## config.mk

```make
export PLATFORM = sky130hd
export DESIGN_NAME = bus_snoop_responder
export DESIGN_NICKNAME = d
export VERILOG_FILES = /design/src/rtl/bus_snoop_responder_pkg.sv /design/src/rtl/bus_snoop_responder_sat_counter.sv /design/src/rtl/bus_snoop_responder.sv
export SDC_FILE = /design/constraint.sdc
export NUM_CORES = 1
export LEC_CHECK = 0
export ABC_AREA = 0
export CORE_ASPECT_RATIO = 1.2
export CORE_MARGIN = 4
export CORE_UTILIZATION = 30
export CTS_BUF_LIST = sky130_fd_sc_hd__clkbuf_8
export DETAILED_ROUTE_END_ITERATION = 7
export SLEW_MARGIN = 25
export SYNTH_ARGS = -nofsm -noshare
export SYNTH_HDL_FRONTEND = slang
export SYNTH_SLANG_ARGS = --single-unit
```

## constraint.sdc

```tcl
create_clock -name clk -period 3.65 [get_ports clk]
set_input_delay 0.365 -clock clk [delete_from_list [all_inputs] [get_ports clk]]
set_output_delay 0.365 -clock clk [all_outputs]
set_load 0.005 [all_outputs]
```

## src/rtl/bus_snoop_responder_pkg.sv

```systemverilog
`default_nettype none
// +----------------------------------------------------------------------------+
// | Module      : bus_snoop_responder_pkg                                      |
// | Description : Shared LLC bus definitions: bus operation and snoop result   |
// |               encodings, the completion source encoding, and the rule that |
// |               maps an address to a snoop result.                           |
// | Revision    : 1.0 - initial release                                        |
// +----------------------------------------------------------------------------+
package bus_snoop_responder_pkg;

  // Three bits wide so that encodings 4..7 exist and can be flagged as illegal.
  typedef enum logic [2:0] {
    READ       = 3'd0,
    WRITE      = 3'd1,
    INVALIDATE = 3'd2,
    RWIM       = 3'd3
  } busOperation;

  typedef enum logic [1:0] {
    NOHIT = 2'd0,
    HIT   = 2'd1,
    HITM  = 2'd2
  } snoopResults;

  // SRC_NONE is the reset value of the completion source.
  typedef enum logic [1:0] {
    SRC_NONE    = 2'd0,
    SRC_MEM     = 2'd1,
    SRC_SNOOPER = 2'd2
  } respSource;

  // The other caches' snoop response is a pure function of the low address
  // bits, so the LLC bench can predict it without modelling any cache state.
  function automatic snoopResults snoop_from_addr(input logic [1:0] addr_lo);
    case (addr_lo)
      2'b00:   snoop_from_addr = HIT;
      2'b01:   snoop_from_addr = HITM;
      default: snoop_from_addr = NOHIT;
    endcase
  endfunction

  function automatic logic is_legal_op(input busOperation op);
    case (op)
      READ, WRITE, INVALIDATE, RWIM: is_legal_op = 1'b1;
      default:                       is_legal_op = 1'b0;
    endcase
  endfunction

endpackage
`default_nettype wire

```

## src/rtl/bus_snoop_responder_sat_counter.sv

```systemverilog
`default_nettype none
// +----------------------------------------------------------------------------+
// | Module      : sat_counter                                                  |
// | Description : Event counter that sticks at all-ones instead of wrapping.   |
// |   clk   in   clock                                                         |
// |   rst_n in   asynchronous active-low reset (count -> 0)                    |
// |   inc   in   count one event this cycle                                    |
// |   clear in   synchronous clear, has priority over inc                       |
// |   cnt   out  current count                                                 |
// | Revision    : 1.0 - initial release                                        |
// +----------------------------------------------------------------------------+
module sat_counter #(
  parameter int CNT_W = 32
) (
  input  logic             clk,
  input  logic             rst_n,
  input  logic             inc,
  input  logic             clear,
  output logic [CNT_W-1:0] cnt
);

  logic [CNT_W-1:0] cnt_q;
  logic [CNT_W-1:0] cnt_d;

  always_comb begin
    cnt_d = cnt_q;
    if (clear) begin
      cnt_d = '0;
    end else if (inc && !(&cnt_q)) begin
      cnt_d = cnt_q + 1'b1;
    end
  end

  always_ff @(posedge clk or negedge rst_n) begin
    if (!rst_n) begin
      cnt_q <= '0;
    end else begin
      cnt_q <= cnt_d;
    end
  end

  assign cnt = cnt_q;

endmodule
`default_nettype wire

```

## src/rtl/bus_snoop_responder.sv

```systemverilog
`default_nettype none
// +----------------------------------------------------------------------------+
// | Module      : bus_snoop_responder                                          |
// | Description : Far end of the LLC shared bus (peer caches + DRAM). Takes    |
// |               one bus operation at a time, returns a snoop result, runs a  |
// |               memory or owner-flush phase and signals completion.          |
// |   req_valid/req_ready/req_op/req_addr  request handshake from the LLC      |
// |   snoop_valid/snoop_result             one-cycle snoop result pulse        |
// |   resp_valid/resp_addr/resp_src/resp_err  completion pulse + held info     |
// |   busy                                 transaction in flight               |
// |   txn_cnt/hitm_cnt/mem_cnt             saturating statistics               |
// | Revision    : 1.0 - initial release                                        |
// +----------------------------------------------------------------------------+
module bus_snoop_responder
  import bus_snoop_responder_pkg::*;
#(
  parameter int SNOOP_LAT  = 1,
  parameter int MEM_RD_LAT = 4,
  parameter int MEM_WR_LAT = 2,
  parameter int LINE_BYTES = 64,
  parameter int CNT_W      = 32
) (
  input  logic              clk,
  input  logic              rst_n,
  input  logic              req_valid,
  output logic              req_ready,
  input  busOperation       req_op,
  input  logic [31:0]       req_addr,
  output logic              snoop_valid,
  output snoopResults       snoop_result,
  output logic              resp_valid,
  output logic [31:0]       resp_addr,
  output respSource         resp_src,
  output logic              resp_err,
  output logic              busy,
  output logic [CNT_W-1:0]  txn_cnt,
  output logic [CNT_W-1:0]  hitm_cnt,
  output logic [CNT_W-1:0]  mem_cnt
);

  localparam int c_lat_max_a = (SNOOP_LAT > MEM_RD_LAT) ? SNOOP_LAT : MEM_RD_LAT;
  localparam int c_lat_max   = (c_lat_max_a > MEM_WR_LAT) ? c_lat_max_a : MEM_WR_LAT;
  // The down-counter holds latency-1, so clog2(max) bits suffice.
  localparam int c_lat_w     = (c_lat_max > 1) ? $clog2(c_lat_max) : 1;
  localparam logic [31:0] c_line_mask = ~(32'(LINE_BYTES) - 32'd1);

  // MEM is the post-snoop latency phase. INVALIDATE and illegal ops pass
  // through it for exactly one cycle without counting as a memory phase.
  localparam logic [1:0] c_st_idle  = 2'd0;
  localparam logic [1:0] c_st_snoop = 2'd1;
  localparam logic [1:0] c_st_mem   = 2'd2;
  localparam logic [1:0] c_st_done  = 2'd3;

  logic [1:0]         state_q, state_d;
  logic [c_lat_w-1:0] lat_cnt_q, lat_cnt_d;
  busOperation        op_q, op_d;
  logic [31:0]        addr_q, addr_d;
  respSource          pend_src_q, pend_src_d;
  logic               pend_err_q, pend_err_d;
  logic               snoop_valid_q, snoop_valid_d;
  snoopResults        snoop_result_q, snoop_result_d;
  logic               resp_valid_q, resp_valid_d;
  logic [31:0]        resp_addr_q, resp_addr_d;
  respSource          resp_src_q, resp_src_d;
  logic               resp_err_q, resp_err_d;

  logic               w_accept;
  logic               w_snoop_done;
  logic               w_mem_done;
  logic               w_legal;
  snoopResults        w_snoop_res;
  logic [c_lat_w-1:0] w_phase_lat;
  respSource          w_phase_src;
  logic               w_mem_phase;

  assign w_accept     = req_valid && (state_q == c_st_idle);
  assign w_snoop_done = (state_q == c_st_snoop) && (lat_cnt_q == '0);
  assign w_mem_done   = (state_q == c_st_mem) && (lat_cnt_q == '0);
  assign w_legal      = is_legal_op(op_q);
  // The unmasked captured address drives the snoop rule.
  assign w_snoop_res  = w_legal ? snoop_from_addr(addr_q[1:0]) : NOHIT;

  // Length (minus one) and source of the phase that follows the snoop.
  always_comb begin
    w_phase_lat = '0;
    w_phase_src = SRC_NONE;
    w_mem_phase = 1'b0;
    if (w_legal) begin
      case (op_q)
        READ, RWIM: begin
          w_mem_phase = 1'b1;
          if (w_snoop_res == HITM) begin
            // Modified owner flushes the line instead of DRAM supplying it.
            w_phase_lat = c_lat_w'(MEM_WR_LAT - 1);
            w_phase_src = SRC_SNOOPER;
          end else begin
            w_phase_lat = c_lat_w'(MEM_RD_LAT - 1);
            w_phase_src = SRC_MEM;
          end
        end
        WRITE: begin
          w_mem_phase = 1'b1;
          w_phase_lat = c_lat_w'(MEM_WR_LAT - 1);
          w_phase_src = SRC_MEM;
        end
        default: begin
          w_phase_lat = '0;
          w_phase_src = SRC_NONE;
          w_mem_phase = 1'b0;
        end
      endcase
    end
  end

  // State register (plus datapath flops).
  always_ff @(posedge clk or negedge rst_n) begin
    if (!rst_n) begin
      state_q        <= c_st_idle;
      lat_cnt_q      <= '0;
      op_q           <= READ;
      addr_q         <= '0;
      pend_src_q     <= SRC_NONE;
      pend_err_q     <= 1'b0;
      snoop_valid_q  <= 1'b0;
      snoop_result_q <= NOHIT;
      resp_valid_q   <= 1'b0;
      resp_addr_q    <= '0;
      resp_src_q     <= SRC_NONE;
      resp_err_q     <= 1'b0;
    end else begin
      state_q        <= state_d;
      lat_cnt_q      <= lat_cnt_d;
      op_q           <= op_d;
      addr_q         <= addr_d;
      pend_src_q     <= pend_src_d;
      pend_err_q     <= pend_err_d;
      snoop_valid_q  <= snoop_valid_d;
      snoop_result_q <= snoop_result_d;
      resp_valid_q   <= resp_valid_d;
      resp_addr_q    <= resp_addr_d;
      resp_src_q     <= resp_src_d;
      resp_err_q     <= resp_err_d;
    end
  end

  // Next-state logic and latency down-counter.
  always_comb begin
    state_d   = state_q;
    lat_cnt_d = lat_cnt_q;
    case (state_q)
      c_st_idle: begin
        if (w_accept) begin
          state_d   = c_st_snoop;
          lat_cnt_d = c_lat_w'(SNOOP_LAT - 1);
        end
      end
      c_st_snoop: begin
        if (lat_cnt_q == '0) begin
          state_d   = c_st_mem;
          lat_cnt_d = w_phase_lat;
        end else begin
          lat_cnt_d = lat_cnt_q - 1'b1;
        end
      end
      c_st_mem: begin
        if (lat_cnt_q == '0) begin
          state_d = c_st_done;
        end else begin
          lat_cnt_d = lat_cnt_q - 1'b1;
        end
      end
      c_st_done: begin
        // resp_valid is visible in this cycle; ready returns next cycle.
        state_d = c_st_idle;
      end
      default: begin
        state_d = c_st_idle;
      end
    endcase
  end

  // Output / datapath logic.
  always_comb begin
    op_d           = op_q;
    addr_d         = addr_q;
    pend_src_d     = pend_src_q;
    pend_err_d     = pend_err_q;
    snoop_valid_d  = 1'b0;
    snoop_result_d = snoop_result_q;
    resp_valid_d   = 1'b0;
    resp_addr_d    = resp_addr_q;
    resp_src_d     = resp_src_q;
    resp_err_d     = resp_err_q;
    if (w_accept) begin
      op_d   = req_op;
      addr_d = req_addr;
    end
    if (w_snoop_done) begin
      snoop_valid_d  = 1'b1;
      snoop_result_d = w_snoop_res;
      pend_src_d     = w_phase_src;
      pend_err_d     = !w_legal;
    end
    if (w_mem_done) begin
      resp_valid_d = 1'b1;
      resp_addr_d  = addr_q & c_line_mask;
      resp_src_d   = pend_src_q;
      resp_err_d   = pend_err_q;
    end
  end

  sat_counter #(.CNT_W(CNT_W)) u_txn_cnt (
    .clk   (clk),
    .rst_n (rst_n),
    .inc   (w_accept),
    .clear (1'b0),
    .cnt   (txn_cnt)
  );

  sat_counter #(.CNT_W(CNT_W)) u_hitm_cnt (
    .clk   (clk),
    .rst_n (rst_n),
    .inc   (w_snoop_done && (w_snoop_res == HITM)),
    .clear (1'b0),
    .cnt   (hitm_cnt)
  );

  sat_counter #(.CNT_W(CNT_W)) u_mem_cnt (
    .clk   (clk),
    .rst_n (rst_n),
    .inc   (w_snoop_done && w_mem_phase),
    .clear (1'b0),
    .cnt   (mem_cnt)
  );

  assign req_ready    = (state_q == c_st_idle);
  assign busy         = !req_ready;
  assign snoop_valid  = snoop_valid_q;
  assign snoop_result = snoop_result_q;
  assign resp_valid   = resp_valid_q;
  assign resp_addr    = resp_addr_q;
  assign resp_src     = resp_src_q;
  assign resp_err     = resp_err_q;

endmodule
`default_nettype wire

```

# Word-level counts from Yosys, hierarchy flattened
# Index checks and enable logic that the tools add are counted.
# Widths: inputs -> output; s select.
dict set report op_classes {
  addsub 4
  eq_ne 12
  muxes 21
  reduce_logical 26
}
# operator n
set op_table {}
lappend op_table {{$add 32x1->32 const B} 3}
lappend op_table {{$reduce_and 32->1} 3}
lappend op_table {{$mux 2} 11}
lappend op_table {{$pmux 2 s2} 3}
lappend op_table {{$logic_and 1x1->1} 8}
lappend op_table {{$pmux 2 s4} 1}
lappend op_table {{$eq 2x2->1 const B} 3}
lappend op_table {{$eq 3x2->1 const B} 2}
lappend op_table {{$logic_not 2->1} 3}
lappend op_table {{$ne 2x1->1 const B} 3}
lappend op_table {{$pmux 2 s3} 1}
lappend op_table {{$reduce_and 3->1} 2}
lappend op_table {{$logic_not 1->1} 5}
lappend op_table {{$mux 1} 5}
lappend op_table {{$eq 2x1->1 const B} 2}
lappend op_table {{$reduce_or 4->1} 1}
lappend op_table {{$eq 3x1->1 const B} 1}
lappend op_table {{$logic_not 3->1} 1}
lappend op_table {{$reduce_bool 3->1} 1}
lappend op_table {{$reduce_or 3->1} 1}
lappend op_table {{$ne 2x2->1 const B} 1}
lappend op_table {{$reduce_or 2->1} 1}
lappend op_table {{$sub 2x1->2 const B} 1}
dict set report word_totals {
  register_bits 171
  input_bits 38
  elab_cells 78
}

# Longest topological paths before layout
dict set report logic_depth {
  word_depth 10
  mapped_depth 8
  depth_no_buf 7
}

# Hierarchy
# Synthesis repeated with hierarchy kept, for this count alone.
dict set report unflattened {
  cells_unflattened 763
  hier_area_um2 8451.9
}
# mod instances cells_per_inst area_each_um2
set by_module_without_submodules {}
lappend by_module_without_submodules {sat_counter 3 190 1865.5}
lappend by_module_without_submodules {bus_snoop_responder 1 193 2855.2}

# Worst setup path before layout
# Ideal clock, no wire load.
dict set report synth_timing {
  path_kind {register to register}
  start {reg state_q[1]}
  end {reg u_hitm_cnt.cnt_q[27] (netlist: u_hitm_cnt.cnt[27])}
  t_arrival_ps 2045
  required_time_ps 3526
  slack_ps 1481
  path_stages_with_launch 8
  n_path_buf 0
  path_cell_list {dfrtp_1 > inv_1 > ha_1 > and4bb_2 > nand2_1 > or3_1 > or4b_1 > xnor2_1}
}
dict set report synth_via {
  elab_chain_cells 4
}
# item line
set synth_rtl {}
lappend synth_rtl {{from (decl)} bus_snoop_responder.sv:54} ;# logic [1:0] state_q, state_d;
lappend synth_rtl {{from (signal assigned)} bus_snoop_responder.sv:118} ;# state_q <= c_st_idle;
lappend synth_rtl {{from (signal assigned)} bus_snoop_responder.sv:131} ;# state_q <= state_d;
lappend synth_rtl {{$eq 2x1->1} bus_snoop_responder.sv:77} ;# assign w_snoop_done = (state_q == c_st_snoop) && (lat_cnt_q == '0);
lappend synth_rtl {{$logic_and 1x1->1} bus_snoop_responder.sv:77}
lappend synth_rtl {{$logic_and 1x1->1} bus_snoop_responder.sv:223} ;# .inc (w_snoop_done && (w_snoop_res == HITM)),
lappend synth_rtl {{$logic_and 1x1->1} bus_snoop_responder_sat_counter.sv:29} ;# end else if (inc && !(&cnt_q)) begin
lappend synth_rtl {{to (signal assigned)} bus_snoop_responder_sat_counter.sv:38} ;# cnt_q <= cnt_d;
lappend synth_rtl {{to (decl)} bus_snoop_responder_sat_counter.sv:22} ;# logic [CNT_W-1:0] cnt_q;
# Every way passes these cells.
# A chain may end at the register's enable or synchronous reset.

# Worst setup path in the final report
dict set report layout_timing {
  start {reg u_hitm_cnt.cnt_q[10] (netlist: u_hitm_cnt.cnt[10])}
  end {reg u_hitm_cnt.cnt_q[1] (netlist: u_hitm_cnt.cnt[1])}
}
dict set report layout_via {
  elab_chain_cells 3
}
# item line
set layout_rtl {}
lappend layout_rtl {{$reduce_and 32->1} bus_snoop_responder_sat_counter.sv:29}
lappend layout_rtl {{$logic_not 1->1} bus_snoop_responder_sat_counter.sv:29}
lappend layout_rtl {{$logic_and 1x1->1} bus_snoop_responder_sat_counter.sv:29}
# Every way passes these cells.

==> out/qor.yml <==
fin_crit_ns: 2.666
cts_made_buffers: 17
slew_viol_final: 0
yosys-top-cells-area: "dfrtp_1, xnor2_1, nand2_1, mux2_2, nand3_1"
critPathMaxStageDelay_ns: 0.92
ys_seq_area_share_pct: 55.73
synth_warnings: 0
rrSetupSlack_ns: 0.98
finalSetupViolCount: 0
final_hold_viol_count: 0
leakage_nw: 4.320
synth_most_common_cell: "dfrtp_1"
area_growth_pct: 32.39
htree_levels: 4
routedWlPerCell_um: 15.15
path_buf_inv: 0
path_max_fanout: 22
design_area_sq_um: 9927
ant_nets: 0
overflow: 0
cp-end-kind: "flop"
tns_ns: 0
r2r_cells: 5
clockRootBuffer: "clkbuf_8"
synth_area_leader_cell: "dfrtp_1"
path_clk_slew_ns: 0.10
clock_latency_ns: 0.45
first_pass_iters: 4
syn_avg_cell_area_sq_um: 10.82
hold_buffers: 1
rsz0062_at_grt: "no"
grt_pass1_wl_um: 29780
period_share_pct: 73.03
clockBufferDepth: 2
slowest_stage: "or4_1"
reg2reg_from: "u_hitm_cnt.cnt[10]"
ys_ff_latch: 167
antenna_cells: 0
syn-cell-area_sq_um: 7498
dp_cells: 1169
syn_inst: 693
cts.sinks: 167
hold_end: "addr_q[14]"
synth_top_area_share_pct: 55.73
grt_use_total_pct: 13.13
final_cells: 1202
io_pins: 175
first_iter_violations: 185
dp_hpwl_um: 12930
initial_utilization_pct: 30.39
min_from: "req_addr[14]"
async_reset_ff_share_pct: 100.0
cp_cell_sequence: "and4_1, nand4_1, or4_1, and2_1, mux2_1"
ctsResizeCount: 0
die-height_um: 181.2
cp-start-kind: "flop"
grt_antenna_before_repair: 4
placed_area_sq_um: 9505
ys_types: 47
synth_edf_count: 0
core_sq_um: 24670
fp-row-count: 63
postCtsSetupBuffers: 0
ir_drop_mv: 0.2568
fmax_mhz: 375.1
wl_um: 18210
arrival_ns: 2.99
holdPathStages: 3
r2r-end: "u_hitm_cnt.cnt[1]"
tightest_slew_ns: 0.8457
final.fill_count: 2463
hp-class: "input pin to flop"
die_area_sq_um: 27600
synth_flop_cell: "dfrtp_1"
drive_gt1_share_pct: 8.666
nets: 910
avgViaCountPerCell: 4.696
slew_headroom_pct: 43.62
gp_congestion: 0.7490
cts_tree: "yes"
dr_total_vias: 5644
crit_type: "flop to flop"
portBuffers: 164
yosys-top-cells-count: "dfrtp_1, nand2_1, xnor2_1"
die_width_um: 152.3
pwr_density_cell_nw_per_um2: 561.3
grt_pass1_vias: 5625
max_cap_violations: 0
status: "complete, no violations"
post-route-drc-count: 0
cp_data_required_time_ns: 3.97
critPathTopFamily: "simple AND/OR/NAND/NOR gates"
fin_skew_ns: 0.01874
grt_max_degree: 91
## state kept, by name (all words and copies together), names as in the netlist
name            flops
addr_q             28
lat_cnt_q           2
op_q                3
pend_err_q          1
pend_src_q          2
resp_addr          26
resp_err            1
resp_src            2
resp_valid          1
snoop_result        2
snoop_valid         1
state_q             2
u_hitm_cnt.cnt     32
u_mem_cnt.cnt      32
u_txn_cnt.cnt      32
## power breakdown
| group | internal, W | switching (W) |
|---|---|---|
| clock network | 0.000650 | 0.000751 |
| registers | 0.00228 | 0.000281 |
| logic | 0.000886 | 0.000725 |
| total | 0.00381 | 0.00176 |
## worst register-to-register path, cell delays in order (launching register included)
cell     delay, ns
dfrtp_1       0.45
and4_1        0.32
nand4_1       0.21
or4_1         0.92
and2_1        0.34
mux2_1        0.31
## routing by layer
metal  up-vias  part of all wire (%)  global-route usage, %  routed length, um
met3        19                   5.5                  4.360               1007
met1      2778                    44                  16.16               7976
met5         -                  0.25                      0                 45
met2       117                    49                  22.17               8972
met4         8                   1.1                  3.489                204
li1       2722                     -                      -                  -
## cells by family (layout without fill, tap and decap cells)
logic type | after synthesis | in the layout | synth area share, %
AOI/OAI and AO/OA | 21 | 21 | 1.735
DFF | 167 | 167 | 55.73
other | 1 | 6 | 0.05001
buffers and inverters | 37 | 216 | 2.186
adders and majority gates | 9 | 9 | 1.468
xor gates and xnor gates | 90 | 90 | 10.51
muxes | 35 | 35 | 5.256
and+or+nand+nor | 333 | 333 | 23.06
## metrics by stage
stage / setup WS [ns] / total power (W) / hold WS (ns) / utilization (%)
CTS: 0.9819 / 0.005697 / 0.3870 / 40.24
detailed placement: 1.006 / 0.004256 / 0.4593 / 38.53
floorplan: 1.481 / 0.003392 / 0.06941 / -
global placement: 1.035 / 0.004218 / 0.4520 / 38.53
global route: 0.8105 / 0.005965 / 0.3940 / 40.24
finish: 0.9844 / 0.005572 / 0.4341 / 40.24
## worst max-delay path by stage
stage / start / endpoint / slack, ns / cells after the start
finish: u_hitm_cnt.cnt[10] / u_hitm_cnt.cnt[1] / 0.98 / 5
floorplan: state_q[1] / u_hitm_cnt.cnt[27] / 1.48 / 7
global placement: u_hitm_cnt.cnt[10] / u_hitm_cnt.cnt[1] / 1.04 / 5
detailed placement: u_hitm_cnt.cnt[10] / u_hitm_cnt.cnt[1] / 1.01 / 5
CTS: u_hitm_cnt.cnt[10] / u_hitm_cnt.cnt[1] / 0.98 / 5
global route: u_hitm_cnt.cnt[10] / u_hitm_cnt.cnt[1] / 0.81 / 5
## cell usage in the layout (no fill, tap or decap), types with 4 or more instances in the layout
cell type | synthesis | final
dfrtp_1 | 167 | 167
clkdlybuf4s50_1 | 0 | 163
nand2_1 | 130 | 130
xnor2_1 | 72 | 72
nand3_1 | 49 | 49
nand4_1 | 37 | 37
mux2_2 | 30 | 30
and3_1 | 25 | 25
nor2_1 | 21 | 21
xor2_1 | 18 | 18
clkbuf_8 | 0 | 18
and4_1 | 16 | 16
nor3_1 | 13 | 13
inv_1 | 13 | 13
and2_1 | 11 | 11
ha_1 | 8 | 8
o21ai_0 | 7 | 7
a21oi_1 | 6 | 6
conb_1 | 1 | 6
mux2_1 | 5 | 5
nand4b_1 | 4 | 4
inv_6 | 0 | 4
buf_4 | 6 | 4
## cell type report
cell class	count	area, sq um	area share, %
multi-input combinational	494	3174	31.98
sequential	167	4179	42.10
inverter	14	52.55	0.5294
clock inverter	14	163.9	1.651
timing repair buffer	170	1703	17.15
tap	325	406.6	4.096
clock buffer	18	247.7	2.496
Note: power is estimated with default switching activity, not from simulation.
